<file path="config.mk">
export PLATFORM = sky130hd
export DESIGN_NAME = alu_seq
export DESIGN_NICKNAME = d
export VERILOG_FILES = /design/src/rtl/alu_pkg.sv /design/src/rtl/bcd_digit_add.sv /design/src/rtl/alu_seq.sv
export SDC_FILE = /design/constraint.sdc
export NUM_CORES = 1
export LEC_CHECK = 0
export ABC_CLOCK_PERIOD_IN_PS = 13250
export BUFFER_PORTS_ARGS = -buffer_cell sky130_fd_sc_hd__buf_4
export CAP_MARGIN = 20
export CORE_UTILIZATION = 55
export CTS_CLUSTER_DIAMETER = 60
export DETAILED_ROUTE_END_ITERATION = 10
export HOLD_SLACK_MARGIN = 0.05
export PLACE_DENSITY = 0.76
export RECOVER_POWER = 50
export SLEW_MARGIN = 20
export SYNTH_ARGS = -nofsm -noshare
export SYNTH_HDL_FRONTEND = slang
export SYNTH_HIERARCHICAL = 1
export SYNTH_SLANG_ARGS = --single-unit
</file>
<file path="constraint.sdc">
create_clock -name Clock -period 13.25 [get_ports Clock]
set_input_delay 1.325 -clock Clock [delete_from_list [all_inputs] [get_ports Clock]]
set_output_delay 1.325 -clock Clock [all_outputs]
set_load 0.02 [all_outputs]
</file>
<file path="src/rtl/alu_pkg.sv">
// Shared types for the sequential XM ALU: opcodes, PSW bit indices, FSM states.
package alu_pkg;

  typedef enum logic [3:0] {
    OP_ADD  = 4'd0,
    OP_ADDC = 4'd1,
    OP_SUB  = 4'd2,
    OP_SUBC = 4'd3,
    OP_CMP  = 4'd4,
    OP_DADD = 4'd5,
    OP_XOR  = 4'd6,
    OP_AND  = 4'd7,
    OP_BIC  = 4'd8,
    OP_BIS  = 4'd9,
    OP_SRA  = 4'd10,
    OP_RRC  = 4'd11
  } alu_op_t;

  localparam int PSW_C = 0;
  localparam int PSW_Z = 1;
  localparam int PSW_N = 2;
  localparam int PSW_S = 3;
  localparam int PSW_V = 4;

  typedef enum logic [0:0] {
    IDLE = 1'b0,
    BCD  = 1'b1
  } alu_state_t;

endpackage

</file>
<file path="src/rtl/bcd_digit_add.sv">
// One BCD digit adder: binary add of two digits plus carry,
// then +6 correction when the binary sum exceeds 9.
module bcd_digit_add (
  input  logic [3:0] a,
  input  logic [3:0] b,
  input  logic       cin,
  output logic [3:0] sum,
  output logic       cout
);

  logic [4:0] bin;

  assign bin  = {1'b0, a} + {1'b0, b} + {4'd0, cin};
  assign cout = (bin > 5'd9);
  assign sum  = cout ? (bin[3:0] + 4'd6) : bin[3:0];

endmodule

</file>
<file path="src/rtl/alu_seq.sv">
// Handshaked XM ALU: single-cycle arith/logic/shift ops and a
// digit-serial DADD that stalls the input side while it runs.
module alu_seq
  import alu_pkg::*;
#(
  parameter int WIDTH = 16
) (
  input  logic             Clock,
  input  logic             Reset,
  input  logic             in_valid,
  output logic             in_ready,
  input  logic [3:0]       op,
  input  logic             byte_mode,
  input  logic [WIDTH-1:0] src,
  input  logic [WIDTH-1:0] dst,
  input  logic [15:0]      psw_i,
  output logic             out_valid,
  output logic [WIDTH-1:0] result,
  output logic             res_we,
  output logic [15:0]      psw_o
);

  localparam int ND = WIDTH / 4;
  localparam int CW = $clog2(ND);

  alu_op_t    opc;
  alu_state_t state;
  logic       accept;

  assign opc      = alu_op_t'(op);
  assign in_ready = (state == IDLE);
  assign accept   = in_valid & in_ready;

  logic is_add, is_sub, is_arith;
  logic is_xor, is_and, is_bic, is_bis;
  logic is_logic, is_shift, is_def;

  assign is_add   = (opc == OP_ADD) | (opc == OP_ADDC);
  assign is_sub   = (opc == OP_SUB) | (opc == OP_SUBC)
                  | (opc == OP_CMP);
  assign is_arith = is_add | is_sub;
  assign is_xor   = (opc == OP_XOR);
  assign is_and   = (opc == OP_AND);
  assign is_bic   = (opc == OP_BIC);
  assign is_bis   = (opc == OP_BIS);
  assign is_logic = is_xor | is_and | is_bic | is_bis;
  assign is_shift = (opc == OP_SRA) | (opc == OP_RRC);
  assign is_def   = is_arith | is_logic | is_shift;

  logic             c_in;
  logic             cin;
  logic [WIDTH-1:0] s_eff;
  logic [WIDTH:0]   sum_w;
  logic [8:0]       sum_b;
  logic             d_msb, s_msb;

  assign c_in  = psw_i[PSW_C];
  assign cin   = ((opc == OP_ADDC) | (opc == OP_SUBC)) ? c_in
               : is_sub;
  assign s_eff = is_sub ? ~src : src;
  assign sum_w = {1'b0, dst} + {1'b0, s_eff}
               + {{WIDTH{1'b0}}, cin};
  assign sum_b = {1'b0, dst[7:0]} + {1'b0, s_eff[7:0]}
               + {8'd0, cin};
  assign d_msb = byte_mode ? dst[7] : dst[WIDTH-1];
  assign s_msb = byte_mode ? s_eff[7] : s_eff[WIDTH-1];

  logic [WIDTH-1:0] r;
  logic             fill, r_msb, z_new, c_new, v_new;
  logic [15:0]      psw_new;

  always_comb begin
    r       = dst;
    c_new   = psw_i[PSW_C];
    v_new   = psw_i[PSW_V];
    fill    = (opc == OP_SRA) ? d_msb : c_in;
    unique case (1'b1)
      is_arith: r = sum_w[WIDTH-1:0];
      is_xor:   r = dst ^ src;
      is_and:   r = dst & src;
      is_bic:   r = dst & ~src;
      is_bis:   r = dst | src;
      is_shift: r = {1'b0, dst[WIDTH-1:1]};
      default:  r = dst;
    endcase
    if (byte_mode)
      r[WIDTH-1:8] = dst[WIDTH-1:8];
    if (is_shift) begin
      if (byte_mode) r[7] = fill;
      else           r[WIDTH-1] = fill;
      c_new = dst[0];
      v_new = 1'b0;
    end
    r_msb = byte_mode ? r[7] : r[WIDTH-1];
    z_new = byte_mode ? (r[7:0] == 8'd0) : (r == '0);
    if (is_arith) begin
      c_new = byte_mode ? sum_b[8] : sum_w[WIDTH];
      v_new = (d_msb == s_msb) & (r_msb != d_msb);
    end
    psw_new        = psw_i;
    psw_new[PSW_C] = c_new;
    psw_new[PSW_Z] = z_new;
    psw_new[PSW_N] = r_msb;
    psw_new[PSW_V] = v_new;
  end

  // DADD datapath: operands latched, one digit folded in per cycle
  logic [WIDTH-1:0] d_q, s_q, acc, acc_next, r_bcd;
  logic [15:0]      psw_q, psw_bcd;
  logic [CW-1:0]    cnt, last_cnt;
  logic             bcd_c, byte_q;
  logic [3:0]       dig_a, dig_b, dig_s;
  logic             dig_c;

  assign last_cnt = byte_q ? CW'(1) : CW'(ND - 1);
  assign dig_a    = d_q[{cnt, 2'b00} +: 4];
  assign dig_b    = s_q[{cnt, 2'b00} +: 4];

  bcd_digit_add u_digit (
    .a    (dig_a),
    .b    (dig_b),
    .cin  (bcd_c),
    .sum  (dig_s),
    .cout (dig_c)
  );

  always_comb begin
    acc_next = acc;
    acc_next[{cnt, 2'b00} +: 4] = dig_s;
    r_bcd = byte_q ? {d_q[WIDTH-1:8], acc_next[7:0]}
                   : acc_next;
    psw_bcd        = psw_q;
    psw_bcd[PSW_C] = dig_c;
    psw_bcd[PSW_Z] = byte_q ? (r_bcd[7:0] == 8'd0)
                            : (r_bcd == '0);
    psw_bcd[PSW_N] = byte_q ? r_bcd[7] : r_bcd[WIDTH-1];
  end

  always_ff @(posedge Clock or posedge Reset) begin
    if (Reset) begin
      state     <= IDLE;
      out_valid <= 1'b0;
      result    <= '0;
      res_we    <= 1'b0;
      psw_o     <= '0;
      d_q       <= '0;
      s_q       <= '0;
      acc       <= '0;
      psw_q     <= '0;
      cnt       <= '0;
      bcd_c     <= 1'b0;
      byte_q    <= 1'b0;
    end else begin
      out_valid <= 1'b0;
      unique case (state)
        IDLE: begin
          if (accept && opc == OP_DADD) begin
            state  <= BCD;
            d_q    <= dst;
            s_q    <= src;
            acc    <= '0;
            psw_q  <= psw_i;
            cnt    <= '0;
            bcd_c  <= c_in;
            byte_q <= byte_mode;
          end else if (accept) begin
            out_valid <= 1'b1;
            if (is_def) begin
              result <= r;
              res_we <= (opc != OP_CMP);
              psw_o  <= psw_new;
            end else begin
              res_we <= 1'b0;
              psw_o  <= psw_i;
            end
          end
        end
        BCD: begin
          acc   <= acc_next;
          bcd_c <= dig_c;
          cnt   <= cnt + 1'b1;
          if (cnt == last_cnt) begin
            state     <= IDLE;
            out_valid <= 1'b1;
            result    <= r_bcd;
            res_we    <= 1'b1;
            psw_o     <= psw_bcd;
          end
        end
        default: state <= IDLE;
      endcase
    end
  end

endmodule

</file>
==> out/qor.csv <==
stage,metric,value,unit
run_status,outcome,finished with violations,
run_status,violations,"max-capacitance violations, max-slew violations",
floorplan,ios,91,
sta,setup_tns,0,ns
critical_path,worstSetupPathType,in -> reg,
finish,final.fill_count,1140,
critical_path,crit_path_max_incr_delay,0.59,ns
cts,cts_buffers,9,
placement,place_congestion,1.009,
sta,fmax,180.6,MHz
critical_path,cp_data_arrival_time,5.77,ns
critical_path,crit_chain,"clkbuf_1, nor2b_1, a31o_2, xnor2_1, fa_1, a211oi_1, o21ai_0, o2111a_1, a211oi_1, o221a_1, o21ai_0, mux2_2",
sta,rsz0062_at_grt,no,
placement,dp_hpwl,17200,um
logic_synthesis,synth_top_family_by_area,compound AO/OA/AOI/OAI gates,
logic_synthesis,synth_flop_cell,dfrtp_1,
run,drv_cap,3,
cts,tritoncts,done,
sta,hold_viol,0,
floorplan,die_w,116.7,um
route,drtIter0Drc,824,
critical_path,critPathSlowestCell,a31o_2,
logic_synthesis,syn-mean-instance-area,8.556,um2
logic_synthesis,synth-edff-count,0,
finish,mostFrequentLayoutCells,"nand2_1, dfrtp_1, o21ai_0",
route,detail_route.first_pass.iterations,5,
cts,clk_pin_slew,0.07,ns
cts,cts_sinks,100,
cts,clock_path_buffers,2,
route,wirelength,23080,um
cts,hold_buffers,0,
sta,min_period,5.537,ns
sta,skew,0.008135,ns
logic_synthesis,synth_compound_area_frac,0.2458,
pwr,power.density,220.3,nW/um2
logic_synthesis,synth_xor_area_frac,0.03872,
cts,h-tree-depth,3,
logic_synthesis,ys_seq_area_frac,0.3457,
critical_path,crit_family,compound AO/OA/AOI/OAI gates,
placement,dp_cells,1065,
finish,seq_area,2504,um2
logic_synthesis,ys_async_sr_fraction,1.000,
floorplan,die_area,13620,um2
sta,final-max-slew-violation-count,140,
critical_path,worstSetupStartpointType,input port,
critical_path,worstPathRequired,13.49,ns
global_route,gr-total-overflow,0,
global_route,grt_max_degree,79,
cts,post_cts_buffers,0,
logic_synthesis,netlist_area,7238,um2
route,ant_nets,0,
logic_synthesis,ys_ff_latch,100,
sta,fin_crit_sh,0.4179,
logic_synthesis,yosys-mux-area-fraction,0.06430,
floorplan,fp.dieH,116.7,um
cts,clock_latency,0.35,ns
finish,mostFrequentLayoutCell,nand2_1,
global_route,grt_pass1_wl,35220,um
finish,fin_cells,1080,
floorplan,fp.coreArea,12720,um2
floorplan,initial_core_util,0.5689,
sta,worstMarginPinSlew,2.988,ns
finish,multi_input_area,4327,um2
logic_synthesis,yosys.area_share.adder,0.08021,
route,viasPerCell,6.381,
placement,port-buffer-count,90,
logic_synthesis,yosys.area_share.simple,0.1680,
critical_path,crit_buf_inv,1,
global_route,grtUsageTotal,0.3495,
logic_synthesis,yosysUniqueCellTypes,78,
floorplan,rows,41,
route,drc,0,
pwr,leakage,3.645,nW
finish,diodes,0,
hold_path,hp-class,reg -> reg,
critical_path,path_max_fanout,16,
cts,root_buffer,clkbuf_16,
cts,cts.repair.resized,0,
pwr,vdd_drop_max,0.1818,mV
sta,setup_viol,0,
route,wl_per_cell,21.37,um
sta,slew_headroom,-0.9920,
finish,syn2layout_area_growth,12.72,%
finish,nets,1004,
logic_synthesis,synth_nets,946,
route,num_vias,6891,
global_route,grt_pass1_vias,6331,
logic_synthesis,synthesis.instances,846,
critical_path,crit_path_end_kind,flop,
global_route,antenna_found_initial,0,
finish,drive_gt1_frac,0.1222,
logic_synthesis,yosys_warnings,6,
-- registers in the layout, summed over array words and instances (netlist names) --
name and flops:
psw_o 16, byte_q 1, bcd_c 1, res_we 1, psw_q 13, state 1, result 16, s_q 16
out_valid 1, acc 16, cnt 2, d_q 16
-- power breakdown --
part / internal [mW] / switching [mW]
registers: 0.431 / 0.103
logic: 0.352 / 0.625
clock network: 0.171 / 0.115
-- cells in the mapped netlist (all sizes together), types with 15 or more instances --
cell type / instances / area share
nor2: 49 / 0.025
xnor2: 24 / 0.029
inv: 56 / 0.029
o21ai: 84 / 0.058
dfrtp: 100 / 0.35
o22ai: 16 / 0.014
mux2i: 16 / 0.024
nor2b: 15 / 0.013
clkbuf: 33 / 0.017
buf: 16 / 0.011
nand2: 139 / 0.072
ha: 40 / 0.069
a21oi: 57 / 0.040
-- per-stage QoR --
step                      hold slack [ns]  setup slack (ns)  instance area [um2]  power, mW    util
final                              0.4739             7.713                 8159      1.797  0.6413
after global routing               0.4862             7.082                 8159      1.910  0.6413
after CTS                          0.4758             7.845                 8303      1.822  0.6526
after detailed placement           0.4604             7.878                 7979      1.531  0.6272
after global placement             0.4536             7.949                 7979      1.495  0.6272
after floorplan                    0.4382             8.433                 7238      1.216       -
-- cells by family (layout without fill, tap and decap cells) --
family	count (synthesis)	in the layout
mux	34	34
simple gates	261	261
fa+ha+maj	44	44
compound gates	270	270
xor+xnor	32	32
flops	100	100
buf+inv	105	167
-- tightest hold or removal path, stage by stage (launching register included) --
cell and delay [ns]:
dfrtp_1 0.33, nand2_1 0.05, nand2_1 0.06
-- routing by layer --
layer	up-vias	share of wire	global-route usage	wire, um
li1	3162	-	-	-
met1	3323	0.43	0.4864	9977
met2	346	0.45	0.5365	10380
met3	60	0.089	0.08044	2050
met4	0	0.029	0.1173	673
met5	-	0	0	0
-- path summary, 6_finish.rpt --
check | from | end | slack (ns) | cells past startpoint
worst max-delay path | op[2] | result[15] | 7.71 | 12
worst min-delay path | psw_q[4] | psw_q[4] | 0.47 | 2
worst max register to register | cnt[0] | psw_o[1] | 7.85 | 15
worst min register to register | psw_q[4] | psw_q[4] | 0.47 | 2
max in group asynchronous | Reset | state | 8.01 | 3
min in group asynchronous | Reset | psw_o[0] | 1.50 | 2
-- final cells by class --
cell class	instances	share of cell area
sequential	100	0.3069
multi-input combinational	641	0.5303
clock inverter	5	0.01043
timing repair buffer	96	0.07085
clock buffer	10	0.02929
inverter	56	0.02592
tap	172	0.02638
No activity file was read; power rests on OpenSTA's default activity.
